$ cat config.mk
export PLATFORM = sky130hd
export DESIGN_NAME = av_master_writer_flat
export DESIGN_NICKNAME = d
export VERILOG_FILES = /design/src/rtl/av_master_writer_if.sv /design/src/rtl/av_master_writer.sv /design/src/flat_wrapper.sv
export SDC_FILE = /design/constraint.sdc
export NUM_CORES = 1
export LEC_CHECK = 0
export ABC_CLOCK_PERIOD_IN_PS = 6300
export BUFFER_PORTS_ARGS = -buffer_cell sky130_fd_sc_hd__buf_2
export CORE_MARGIN = 4
export CORE_UTILIZATION = 35
export CTS_CLUSTER_DIAMETER = 60
export CTS_CLUSTER_SIZE = 14
export DETAILED_ROUTE_END_ITERATION = 10
export GPL_ROUTABILITY_DRIVEN = 0
export HOLD_SLACK_MARGIN = 0.03
export PLACE_DENSITY = 0.56
export SLEW_MARGIN = 10
export SYNTH_ARGS = -nofsm -noshare
export SYNTH_HDL_FRONTEND = slang
export SYNTH_SLANG_ARGS = --single-unit
$ cat constraint.sdc
create_clock -name clk -period 6.3 [get_ports clk]
set_input_delay 0.63 -clock clk [delete_from_list [all_inputs] [get_ports clk]]
set_output_delay 0.63 -clock clk [all_outputs]
set_load 0.01 [all_outputs]
$ cat src/rtl/av_master_writer_if.sv
// av_master_writer_if: Avalon-MM single-beat write bus between a write initiator and a memory slave
//   master_address     byte address driven by the initiator
//   master_write       write request, held until accepted
//   master_writedata   write data word
//   master_byteenable  byte lanes, all enabled while writing
//   master_waitrequest slave stall; write accepted when low
interface av_master_writer_if #(parameter int DATA_W = 32);
  logic [31:0] master_address;
  logic master_write;
  logic [DATA_W-1:0] master_writedata;
  logic [3:0] master_byteenable;
  logic master_waitrequest;
  modport master(output master_address, master_write, master_writedata, master_byteenable, input master_waitrequest);
  modport slave(input master_address, master_write, master_writedata, master_byteenable, output master_waitrequest);
endinterface

$ cat src/rtl/av_master_writer.sv
// av_master_writer: drains NUM_POINTS FFT result words to memory as single-beat Avalon writes
//   clk, rst      clock, asynchronous active-high reset
//   fft_done      start pulse, honoured only when idle
//   base_address  destination byte address, latched at start
//   rAddress      result-RAM read address
//   rData         result-RAM read data, one cycle after rAddress
//   bus           Avalon-MM write master port
//   busy          job in progress, including the completion cycle
//   xfer_done     one-cycle pulse after the last word is accepted
module av_master_writer #(
  parameter int NUM_POINTS = 256,
  parameter int ADDR_W = 9,
  parameter int DATA_W = 32
) (
  input  logic clk,
  input  logic rst,
  input  logic fft_done,
  input  logic [31:0] base_address,
  output logic [ADDR_W-1:0] rAddress,
  input  logic [DATA_W-1:0] rData,
  av_master_writer_if.master bus,
  output logic busy,
  output logic xfer_done
);
  typedef enum logic [2:0] {IDLE, FETCH, LOAD, WRITE, DONE} state_t;
  localparam logic [ADDR_W-1:0] LAST = ADDR_W'(NUM_POINTS - 1);
  state_t state;
  logic [ADDR_W-1:0] idx;
  logic [31:0] base;
  // rAddress is loaded on entry to FETCH so the RAM output is ready during LOAD
  always_ff @(posedge clk or posedge rst)
    if (rst) begin
      state <= IDLE;
      idx <= '0;
      base <= '0;
      rAddress <= '0;
      bus.master_address <= '0;
      bus.master_write <= 1'b0;
      bus.master_writedata <= '0;
      bus.master_byteenable <= 4'h0;
      busy <= 1'b0;
      xfer_done <= 1'b0;
    end else begin
      xfer_done <= 1'b0;
      case (state)
        IDLE: if (fft_done) begin
          base <= base_address;
          idx <= '0;
          rAddress <= '0;
          busy <= 1'b1;
          state <= FETCH;
        end
        FETCH: state <= LOAD;
        LOAD: begin
          bus.master_writedata <= rData;
          bus.master_address <= base + (32'(idx) << 2);
          bus.master_write <= 1'b1;
          bus.master_byteenable <= 4'hF;
          state <= WRITE;
        end
        WRITE: if (!bus.master_waitrequest) begin
          bus.master_write <= 1'b0;
          bus.master_byteenable <= 4'h0;
          if (idx == LAST) begin
            xfer_done <= 1'b1;
            state <= DONE;
          end else begin
            idx <= idx + 1'b1;
            rAddress <= idx + 1'b1;
            state <= FETCH;
          end
        end
        DONE: begin
          busy <= 1'b0;
          state <= IDLE;
        end
        default: state <= IDLE;
      endcase
    end
endmodule

$ cat src/flat_wrapper.sv
// flat-port wrapper written by rule: the top's interface ports become plain ports
module av_master_writer_flat 
#(
  parameter int NUM_POINTS = 256,
  parameter int ADDR_W = 9,
  parameter int DATA_W = 32
)
  (clk, rst, fft_done, base_address, rAddress, rData, busy, xfer_done, bus_master_address, bus_master_write, bus_master_writedata, bus_master_byteenable, bus_master_waitrequest);
  av_master_writer_if #(.DATA_W(DATA_W)) bus_i ();
  input  logic clk;
  input  logic rst;
  input  logic fft_done;
  input  logic [31:0] base_address;
  output logic [ADDR_W-1:0] rAddress;
  input  logic [DATA_W-1:0] rData;
  output logic busy;
  output logic xfer_done;
  output wire logic [$bits(bus_i.master_address)-1:0] bus_master_address;
  output wire logic [$bits(bus_i.master_write)-1:0] bus_master_write;
  output wire logic [$bits(bus_i.master_writedata)-1:0] bus_master_writedata;
  output wire logic [$bits(bus_i.master_byteenable)-1:0] bus_master_byteenable;
  input wire logic [$bits(bus_i.master_waitrequest)-1:0] bus_master_waitrequest;
  assign bus_master_address = bus_i.master_address;
  assign bus_master_write = bus_i.master_write;
  assign bus_master_writedata = bus_i.master_writedata;
  assign bus_master_byteenable = bus_i.master_byteenable;
  assign bus_i.master_waitrequest = bus_master_waitrequest;
  av_master_writer #(.NUM_POINTS(NUM_POINTS), .ADDR_W(ADDR_W), .DATA_W(DATA_W)) u_core (.clk(clk), .rst(rst), .fft_done(fft_done), .base_address(base_address), .rAddress(rAddress), .rData(rData), .bus(bus_i), .busy(busy), .xfer_done(xfer_done));
endmodule
**Word level (Yosys, flattened, before mapping)**

Cells that the tools add are included.

- Mux-type cells: 17
- Reductions and logical operators: 9
- Add/sub/neg operators: 2
- Equal/unequal tests: 8

Operator list:

| kind | number |
|---|---|
| $add 32x11->32 | 1 |
| $mux 9 | 3 |
| $pmux 9 s2 | 1 |
| $pmux 3 s4 | 1 |
| $add 9x1->9 const B | 1 |
| $eq 9x8->1 const B | 1 |
| $mux 3 | 3 |
| $pmux 4 s2 | 1 |
| $reduce_and 2->1 | 4 |
| $eq 3x2->1 const B | 2 |
| $ne 2x2->1 const B | 3 |
| $reduce_bool 2->1 | 3 |
| $mux 1 | 5 |
| $mux 4 | 1 |
| $pmux 1 s2 | 2 |
| $reduce_and 4->1 | 1 |
| $eq 3x1->1 const B | 1 |
| $eq 3x3->1 const B | 1 |
| $logic_not 3->1 | 1 |

- Register bits after elaboration: 115
- Input port bits: 68
- Output and inout bits: 80

**Depth between registers and ports, before layout**

Gate-level depths: netlist of the first run.

- Word-level depth: 4
- Mapped depth: 10
- Depth with buffers taken out: 10

**Worst setup path after synthesis of the first run**

No wires, ideal clock.

- Path kind: register to register
- Start: register, netlist name u_core.rAddress[0]
- End: register u_core.bus.master_address[30]
- Library setup time: 0.131 ns
- Setup slack: 3.977 ns
- Stages on the path, launching flop included: 11
- Arrival time: 2.192 ns
- Clock period less this slack: 2.323 ns
- Data required time: 6.169 ns
- Cell sequence: dfrtp_1 -> ha_1 -> inv_1 -> fa_1 -> nand2b_1 -> a211oi_1 -> or2_0 -> buf_2 -> nor4b_1 -> xnor2_1 -> o21ai_1

RTL lines:

| what | line | source |
|---|---|---|
| end signal: assignment | av_master_writer.sv:56 | `bus.master_address <= base + (32'(idx) << 2);` |
| end: declaration | av_master_writer_if.sv:13 | `modport master(output master_address, master_write, master_writedata, master_byteenable, input master_waitrequ ...` |

==> impl_results.md, run 1 <==
* VDD IR max at 242.1 uV
* Crit-path max FO at 10
* Drt pass-1 iters at 4
* Initial core utilization at 0.3626
* # port buffers at 147
* Grt total ovfl at 0
* Layout Utilization at 0.4482
* Clock slew seen by the registers of the worst setup and hold paths at 80 ps
* Die height at 128.6 um
* Global-route usage over all layers at 0.1529
* Layout Nets at 721
* Gate Count Post-Synth at 506
* HPWL after detailed placement at 9020 um
* Die Footprint at 16540 um2
* Synth Area per Inst at 10.06 um2
* Post-CTS Setup Inserts at 0
* Max Cap Viol at 0
* Number of global-route vias before repair at 4014
* Final Non-Filler Cells at 825
* H-tree level count at 3
* Status: complete, no violations
* Pleak at 3.152 nW
* Slew of the pin with the lowest slew margin at 1124 ps
* CP arrival at 2950 ps
* Count of final hold-check violations at 0
* Clock latency on the worst-skew pair at 360 ps
* Synthesis Warnings at 0
* Clock Skew at 11.29 ps
* Prevailing post-synth register cell: dfrtp_1
* Tmin final at 2728 ps
* Initial antenna violation count at 0
* CTS tree: built
* CP max stage cell: or2_0
* Root buffer cell: clkbuf_16
* Routed Antenna Nets at 0
* FFs w/ async S/R, synth at 1.000
* Synth unique cells at 52
* Clock buffer count from CTS at 9
* Register bit total from synthesis at 111
* Layout area overhead at 23.59%
* Worst Hold Class: input pin to asynchronous set/reset pin
* Cts hold-fix bufs at 0
* Launch point of the worst path: u_core.rAddress[0]
* DRT iter0 DRCs at 251
* FF-to-FF End: u_core.bus.master_address[30]
* Global-route wire length before repair at 20110 um
* CP top delay family: simple AND/OR/NAND/NOR gates
* I/O pins at 148
* Count of final setup violators at 0
* Final period util at 0.4331
* Startpoint Class: flip-flop
* Post-CTS resize count at 0
* Core Box Area at 14040 um2
* Post-synth EDFFs at 0
* DR WL/cell at 15.11 um
* Final wirelength at 12470 um
* Antenna cells at 0
* Share of layout cells above drive strength 1 at 0.3163
* Via density at 4.920
* CTS sink cnt at 111
* Reg2reg path depth at 9
* Worst Setup End Kind: flip-flop
* Slew Viols, Final at 0
* Vias at 4059
* R2R Path Start: u_core.rAddress[0]
* Inst Count DP at 810
* Cell Area, Synth at 5092 um2
* Largest net degree at the start of global routing at 78
* Drt drc at 0
* FMAX at 366.5 MHz
* Worst R2R Setup Slack at 3570 ps
* Syn_nets at 586
* RSZ-0062 raised after global routing: no
* CP peak stage delay at 540 ps
* Seq/Total Area, Yosys at 0.5455
* CP Class: flip-flop to flip-flop
* Slew headroom at 0.2490
* Fin Setup TNS at 0 ps
* Row count at 43
* Power per cell area at 496.7 nW/um2
* CP Data Required Time at 6530 ps
* Crit path cell chain: ha_1 -> inv_1 -> fa_1 -> nand2b_1 -> a211oi_1 -> or2_0 -> nor4b_1 -> xnor2_1 -> o21ai_1
* Total power draw at 3.126 mW
* Die Wd at 128.6 um
* WP buf/inv at 1
* CTS max path bufs at 2
cells in the mapped netlist (all sizes together), types with 4 or more instances:
library cell / instances / area share
o21ai: 37 / 0.036
clkbuf: 15 / 0.011
or3: 5 / 0.0061
ha: 11 / 0.027
inv: 7 / 0.0052
nor2: 15 / 0.012
xnor2: 7 / 0.012
mux2: 31 / 0.069
nand2: 147 / 0.11
o211ai: 4 / 0.0059
buf: 10 / 0.011
nand4: 6 / 0.0074
nand2b: 4 / 0.0049
a21oi: 18 / 0.018
dfrtp: 111 / 0.55
nand3: 14 / 0.014
and3: 7 / 0.0086
xor2: 18 / 0.031
cells by family after synthesis:
logic type               Yosys count  synth area share
AO/OA/AOI/OAI                     78           0.09362
XOR/XNOR                          25           0.04300
adder cells (fa/ha/maj)           12           0.03096
buffers and inverters             32           0.02727
flip-flops                       111            0.5455
multiplexers                      32           0.07052
AND/OR/NAND/NOR                  216            0.1892
sequential cells by signal, summed over array words and instances (netlist names):
register,count
u_core.bus.master_writedata,32
u_core.busy,1
u_core.base,32
u_core.bus.master_byteenable,1
u_core.bus.master_address,32
u_core.state,3
u_core.xfer_done,1
u_core.rAddress,9
area by class of cell:
class | count | area (um2)
timing repair buffer | 149 | 750.7
fill | 1384 | 7749
multi-input combinational | 363 | 2191
inverter | 7 | 28.78
sequential | 111 | 2778
tap | 180 | 225.2
clock inverter | 5 | 81.33
clock buffer | 10 | 239.0
cells in the final DEF (no fill, tap or decap), types with 4 or more instances in the layout:
cell / n
nand4_1: 6
xor2_1: 18
and3_1: 7
xnor2_1: 7
dfrtp_1: 111
ha_1: 11
o211ai_1: 4
or3_1: 5
a21oi_1: 17
buf_2: 147
clkbuf_16: 9
nand3_1: 14
o21ai_1: 6
nand2b_1: 4
nor2_1: 12
mux2_2: 31
inv_1: 6
o21ai_0: 31
nand2_1: 147
worst max-delay path by stage:
stage | end | slack [ps] | depth (start not counted)
6_report | u_core.bus.master_address[30] | 3570 | 9
5_1_grt | u_core.bus.master_address[30] | 3270 | 9
4_1_cts | u_core.bus.master_address[30] | 3530 | 9
3_5_place_dp | u_core.bus.master_address[30] | 3530 | 9
3_3_place_gp | u_core.bus.master_address[30] | 3590 | 9
2_1_floorplan | u_core.base[0] | 2740 | 1
power breakdown:
part	total (mW)	internal, mW	switching [mW]
Clock	0.619	0.358	0.261
Combinational	1.22	0.522	0.699
Sequential	1.29	1.04	0.249
Total	3.13	1.92	1.21
stage by stage:
step,cell area (um2),hold slack (ps),setup WS [ps]
2_1_floorplan,5092,434.8,2739
3_3_place_gp,5973,451.1,3586
3_5_place_dp,5973,460.0,3534
4_1_cts,6294,284.3,3533
5_1_grt,6294,313.5,3274
6_report,6294,282.2,3572
worst register-to-register path: stages (launching register included):
cell      delay (ps)
dfrtp_1          440
ha_1             200
inv_1             60
fa_1             380
nand2b_1         190
a211oi_1         190
or2_0            540
nor4b_1          370
xnor2_1          160
o21ai_1           70
metal layers:
metal  part of all wire  GRT usage  up-vias
li1                   -          -     1989
met1               0.45     0.2017     1942
met2               0.47     0.2412      113
met3              0.066    0.04151       15
met4              0.019    0.05868        0
met5                  0          0        -
No activity file was read; power rests on OpenSTA's default activity.
==> run 2: changes to the inputs <==
Settings changed: ABC_AREA from default to 1, ABC_CLOCK_PERIOD_IN_PS 6300 to 2800, PLACE_DENSITY 0.56 to 0.55.
Clock period 6.3 ns to 2.8 ns, I/O delays scaled along.
==> impl_results.md, run 2 <==
* Inst Count DP at 1094
* Largest net degree at the start of global routing at 57
* Flop pwr share at 0.405
* Clock slew seen by the registers of the worst setup and hold paths at 80 ps
* Synth Area per Inst at 7.547 um2
* H-tree level count at 3
* Global-route usage over all layers at 0.1779
* VDD IR max at 652.8 uV
* Pre-CTS setup slack at 693.2 ps
* Final worst slack at 650.5 ps
* Drt pass-1 iters at 5
* Top post-synthesis cells by count: 343 x nand2_1, 111 x dfrtp_1, 71 x inv_1, 54 x nand3_1, 36 x o21ai_0
* I/O pins at 148
* Status: complete, no violations
* Root buffer cell: clkbuf_16
* Cell-internal power at 4.033 mW
* Post-CTS Setup Inserts at 0
* CP Class: flip-flop to flip-flop
* Core Box Area at 15830 um2
* Crit-path max FO at 6
* HPWL after detailed placement at 11620 um
* CP Data Required Time at 3050 ps
* CP arrival at 2400 ps
* Most frequent cells in the layout: 343 x nand2_1, 147 x buf_2, 111 x dfrtp_1, 70 x inv_1, 54 x nand3_1
* Pleak at 3.784 nW
* Prevailing post-synth register cell: dfrtp_1
* Post-CTS resize count at 0
* Clock Power Share at 0.178
* Seq/Total Area, Yosys at 0.4914
* Synth Area in Simple Gates at 0.3446
* Area contributors post-synth: dfrtp_1 49%, nand2_1 23%, nand3_1 4.8%
* Count of final hold-check violations at 0
* CTS tree: built
* Routed Antenna Nets at 0
* Register bit total from synthesis at 111
* Sw frac at 0.4292
* DR WL/cell at 13.84 um
* Synthesis Warnings at 0
* Post-synth EDFFs at 0
* RSZ-0062 raised after global routing: no
* Row count at 46
* Die height at 135.1 um
* Count of final setup violators at 0
* Synth unique cells at 34
* DRT iter0 DRCs at 207
* Via density at 4.518
* Power per cell area at 1024 nW/um2
* Syn_nets at 829
* Die Wd at 135.1 um
* Slew of the pin with the lowest slew margin at 825.1 ps
* Cell Area, Synth at 5653 um2
* XOR/XNOR Fraction of Synth Area at 0.01394
* FFs w/ async S/R, synth at 1.000
* Post-synthesis mux area share at 0.001771
* Largest area contributor in the netlist: dfrtp_1
* Tmin final at 2150 ps
* Top Registers: u_core.base x32, u_core.bus.master_address x32, u_core.bus.master_writedata x32
* Final Non-Filler Cells at 1111
* Global-route wire length before repair at 25660 um
* Synth top area share at 0.4914
* Share of layout cells above drive strength 1 at 0.2125
* Max Cap Viol at 0
* Clock Skew at 6.724 ps
* Most common cell after layout, fill and taps aside: nand2_1
* Combinational Power Share at 0.417
* Gate Count Post-Synth at 749
* FMAX at 465.2 MHz
* Layout area overhead at 22.09%
* Hold Worst Slack at 61.42 ps
* Adder-cell area share of the yosys netlist at 0.02789
* Grt total ovfl at 0
* Switching power at 3.033 mW
* Clock latency on the worst-skew pair at 360 ps
* Startpoint Class: flip-flop
* Final Cell Area at 6902 um2
* Layout Nets at 969
* Top-count cell post-synth: nand2_1
* # port buffers at 147
* Cts hold-fix bufs at 0
* Slew Viols, Final at 0
* Largest family of logic cells by synthesized area: simple AND/OR/NAND/NOR gates
* Compound-Gate Fraction of Synth Area at 0.04537
* Clock buffer count from CTS at 9
* Number of global-route vias before repair at 4999
* Initial core utilization at 0.3572
* Initial antenna violation count at 2
* CTS max path bufs at 2
* Slew headroom at 0.4488
* CTS sink cnt at 111
* Placement Cell Area at 6619 um2
* Final wirelength at 15380 um
* Fin Setup TNS at 0 ps
* Die Footprint at 18250 um2
* Worst Hold Class: input pin to asynchronous set/reset pin
* Drt drc at 0
* Worst Setup End Kind: flip-flop
* Vias at 5020
* Final period util at 0.7677
run 2: routing by layer:
layer,global-route usage,share of wire,up-vias
met4,0.04423,0.013,2
li1,-,-,2616
met1,0.2338,0.45,2261
met5,0,0.00046,-
met2,0.2865,0.45,127
met3,0.05700,0.078,14
run 2: cell type report:
class / instances / area, um2
inverters: 74 / 281.5
clock buffers: 10 / 229.0
fillers: 1644 / 8926
multi-input cells: 539 / 2464
diodes: 1 / 2.502
flip-flops and latches: 111 / 2778
clock inverters: 6 / 51.30
repair buffers: 154 / 825.8
well taps: 216 / 270.3
run 2: path summary, 6_finish.rpt:
| path | slack (ps) | startpoint | to | cells after the start |
|---|---|---|---|---|
| worst min register to register | 470 | u_core.bus.master_writedata[23] | u_core.bus.master_writedata[23] | 2 |
| max in group asynchronous | 2010 | rst | u_core.rAddress[6] | 3 |
| worst max register to register | 650 | u_core.rAddress[0] | u_core.bus.master_address[30] | 11 |
| worst min-delay path | 60 | rst | u_core.bus.master_writedata[4] | 2 |
| worst max-delay path | 650 | u_core.rAddress[0] | u_core.bus.master_address[30] | 11 |
| min in group clk | 110 | rData[12] | u_core.bus.master_writedata[12] | 3 |
run 2: power groups by stage:
stage | registers, mW | clock network [mW] | logic (mW)
finish | 2.86 | 1.26 | 2.95
global route | 2.97 | 1.36 | 3.40
CTS | 2.86 | 1.30 | 3.01
detailed placement | 2.87 | 0 | 3.01
global placement | 2.90 | 0 | 2.97
floorplan | 2.98 | 0 | 1.77
run 2: cells by family (layout without fill, tap and decap cells):
logic type,Yosys count,after routing
and+or+nand+nor,468,468
buffers and inverters,99,244
adders and majority gates,12,12
muxes,1,1
DFF,111,111
xor gates and xnor gates,9,9
AOI/OAI and AO/OA,49,49
other,0,1
run 2: worst max-delay path: stages, from the launching register on:
cell	delay, ps
dfrtp_1	460
ha_1	210
inv_1	60
fa_1	360
inv_1	130
nand2_1	100
a21oi_1	270
nand2_1	130
nand3_2	120
nand3_1	70
nand3_1	80
nand2_1	50
run 2: stage by stage:
step | util | total power, mW
global route | 0.4360 | 7.727
global placement | 0.4182 | 5.864
floorplan | - | 4.757
CTS | 0.4359 | 7.182
detailed placement | 0.4182 | 5.886
finish | 0.4360 | 7.066
==> run 3: changes to the inputs <==
Settings changed: ABC_AREA 1 to 0, ABC_CLOCK_PERIOD_IN_PS 2800 to 2080, PLACE_DENSITY 0.55 to 0.56.
Clock period 2.8 ns to 2.08 ns, I/O delays scaled along.
==> impl_results.md, run 3 (synthesized netlist as in run 1, its figures left out) <==
* CP peak stage delay at 440 ps
* CP max stage cell: dfrtp_2
* Layout Utilization at 0.5107
* Root buffer cell: clkbuf_16
* Most frequent cells in the layout: 147 x nand2_1, 147 x buf_2, 108 x dfrtp_1, 45 x buf_4, 31 x mux2_2
* Worst R2R Setup Slack at -60 ps
* R2R Path Start: u_core.rAddress[3]
* Number of global-route vias before repair at 4293
* Clock buffer count from CTS at 9
* Routed Antenna Nets at 0
* Die height at 128.6 um
* CTS max path bufs at 2
* CTS sink cnt at 111
* Slew of the pin with the lowest slew margin at 483.4 ps
* DR WL/cell at 15.91 um
* Initial core utilization at 0.3626
* Switching power at 4.000 mW
* Startpoint Class: flip-flop
* FF-to-FF End: u_core.bus.master_address[29]
* Top Registers: u_core.base x32, u_core.bus.master_address x32, u_core.bus.master_writedata x32
* Clock Power Share at 0.185
* Combinational Power Share at 0.437
* CP Class: flip-flop to flip-flop
* Fin Setup TNS at -144.3 ps
* Via density at 4.832
* Die Wd at 128.6 um
* CP Data Required Time at 2360 ps
* Slew headroom at 0.6768
* I/O pins at 148
* Worst Setup End Kind: flip-flop
* Die Footprint at 16540 um2
* Row count at 43
* Tmin final at 2140 ps
* Drt drc at 0
* Crit path cell chain: ha_4 -> a21o_1 -> a21oi_4 -> a2111oi_4 -> buf_6 -> nor2_4 -> or4_1 -> nand3_1
* Crit-path max FO at 7
* Drt pass-1 iters at 4
* Max Cap Viol at 0
* RSZ-0062 raised after global routing: yes
* Vias at 4281
* Final period util at 1.029
* Core Box Area at 14040 um2
* Launch point of the worst path: u_core.rAddress[3]
* FMAX at 467.3 MHz
* Worst Hold Class: input pin to flip-flop
* Final worst slack at -59.96 ps
* Pleak at 3.547 nW
* HPWL after detailed placement at 10020 um
* Global-route usage over all layers at 0.1690
* Status: finished with violations
* Layout Nets at 781
* DRT iter0 DRCs at 210
* CTS tree: built
* # port buffers at 147
* Count of final setup violators at 4
* CP endpoint: u_core.bus.master_address[29]
* Sw frac at 0.3821
* Grt total ovfl at 0
* Antenna cells at 0
* Failing checks: negative setup slack
* Cell-internal power at 6.469 mW
* Global-route wire length before repair at 22170 um
* Fillers at 1299
* Largest net degree at the start of global routing at 80
* Slew Viols, Final at 0
* Initial antenna violation count at 0
* Layout area overhead at 40.84%
* H-tree level count at 3
* VDD IR max at 578.0 uV
* Min-Delay Path Depth at 3
* Clock Skew at 8.016 ps
* Share of layout cells above drive strength 1 at 0.4292
* Count of final hold-check violations at 0
* Flop pwr share at 0.378
* CP arrival at 2420 ps
* Clock latency on the worst-skew pair at 350 ps
* Reg2reg path depth at 8
* Power per cell area at 1460 nW/um2
* Clock slew seen by the registers of the worst setup and hold paths at 70 ps
* Final wirelength at 14090 um
[run 3: cell count changes in the layout (fill, tap and decap cells not counted), sizes merged, moves of 23 or more]
cell   previous run  this run
buf             154       206
nand2           347       147
inv              77         6
nand3            56        14
mux2              0        31
nor2             38        15
[run 3: timing repair]
item | CTS | global route
cloned | 1 | 0
hold buffers | 3 | 0
buffers inserted | 13 | 6
pin swaps | 16 | 17
resized for setup | 24 | 42
endpoints found under the setup margin | 20 | 24
endpoints found under the hold margin | 113 | 0
[run 3: critical path: cells and delay by family (launching register included)]
| family | cells | cell delay, ps |
|---|---|---|
| fa+ha+maj | 1 | 300 |
| buf+inv | 1 | 190 |
| simple gates | 3 | 540 |
| flops | 1 | 440 |
| compound gates | 3 | 590 |
[run 3: layer usage]
metal / GRT usage / wire length [um]
met4: 0.05065 / 260
met2: 0.2767 / 6999
met5: 0 / 0
met3: 0.04857 / 831
met1: 0.2185 / 6002
[run 3: per-stage QoR]
step / cells / worst slack (ps) / hold WS (ps) / power, mW / cell area, um2
CTS: 880 / -87.80 / 31.16 / 10.40 / 6942
detailed placement: 847 / -131.6 / 390.4 / 8.230 / 6344
floorplan: 506 / -15.09 / 313.4 / 6.421 / 5165
global route: 886 / -157.2 / 35.85 / 11.24 / 7172
finish: 886 / -59.96 / 46.42 / 10.47 / 7172
global placement: 847 / -109.4 / 382.8 / 8.089 / 6344
[run 3: worst min-delay path by stage]
| stage | start | end | slack [ps] |
|---|---|---|---|
| 2_1_floorplan | rData[0] | u_core.bus.master_writedata[0] | 310 |
| 3_3_place_gp | rst | u_core.bus.master_address[0] | 380 |
| 4_1_cts | rData[13] | u_core.bus.master_writedata[13] | 30 |
| 3_5_place_dp | rst | u_core.bus.master_address[1] | 390 |
| 6_report | rData[18] | u_core.bus.master_writedata[18] | 50 |
| 5_1_grt | rData[0] | u_core.bus.master_writedata[0] | 40 |
[run 3: final cells by class]
cell class                 count  area, um2  area share
sequential                   111       2781      0.3878
multi-input combinational    363       2525      0.3521
timing repair buffer         209       1279      0.1783
clock buffer                  12      236.5     0.03297
tap                          180      225.2     0.03140
clock inverter                 4      95.09     0.01326
inverter                       7      30.03    0.004187
[run 3: power groups by stage]
stage	combinational, mW	clock [mW]	sequential (mW)
2_1_floorplan	2.32	0	4.10
3_3_place_gp	4.23	0	3.86
3_5_place_dp	4.32	0	3.91
4_1_cts	4.47	2.01	3.91
5_1_grt	5.07	2.08	4.09
6_report	4.58	1.94	3.96
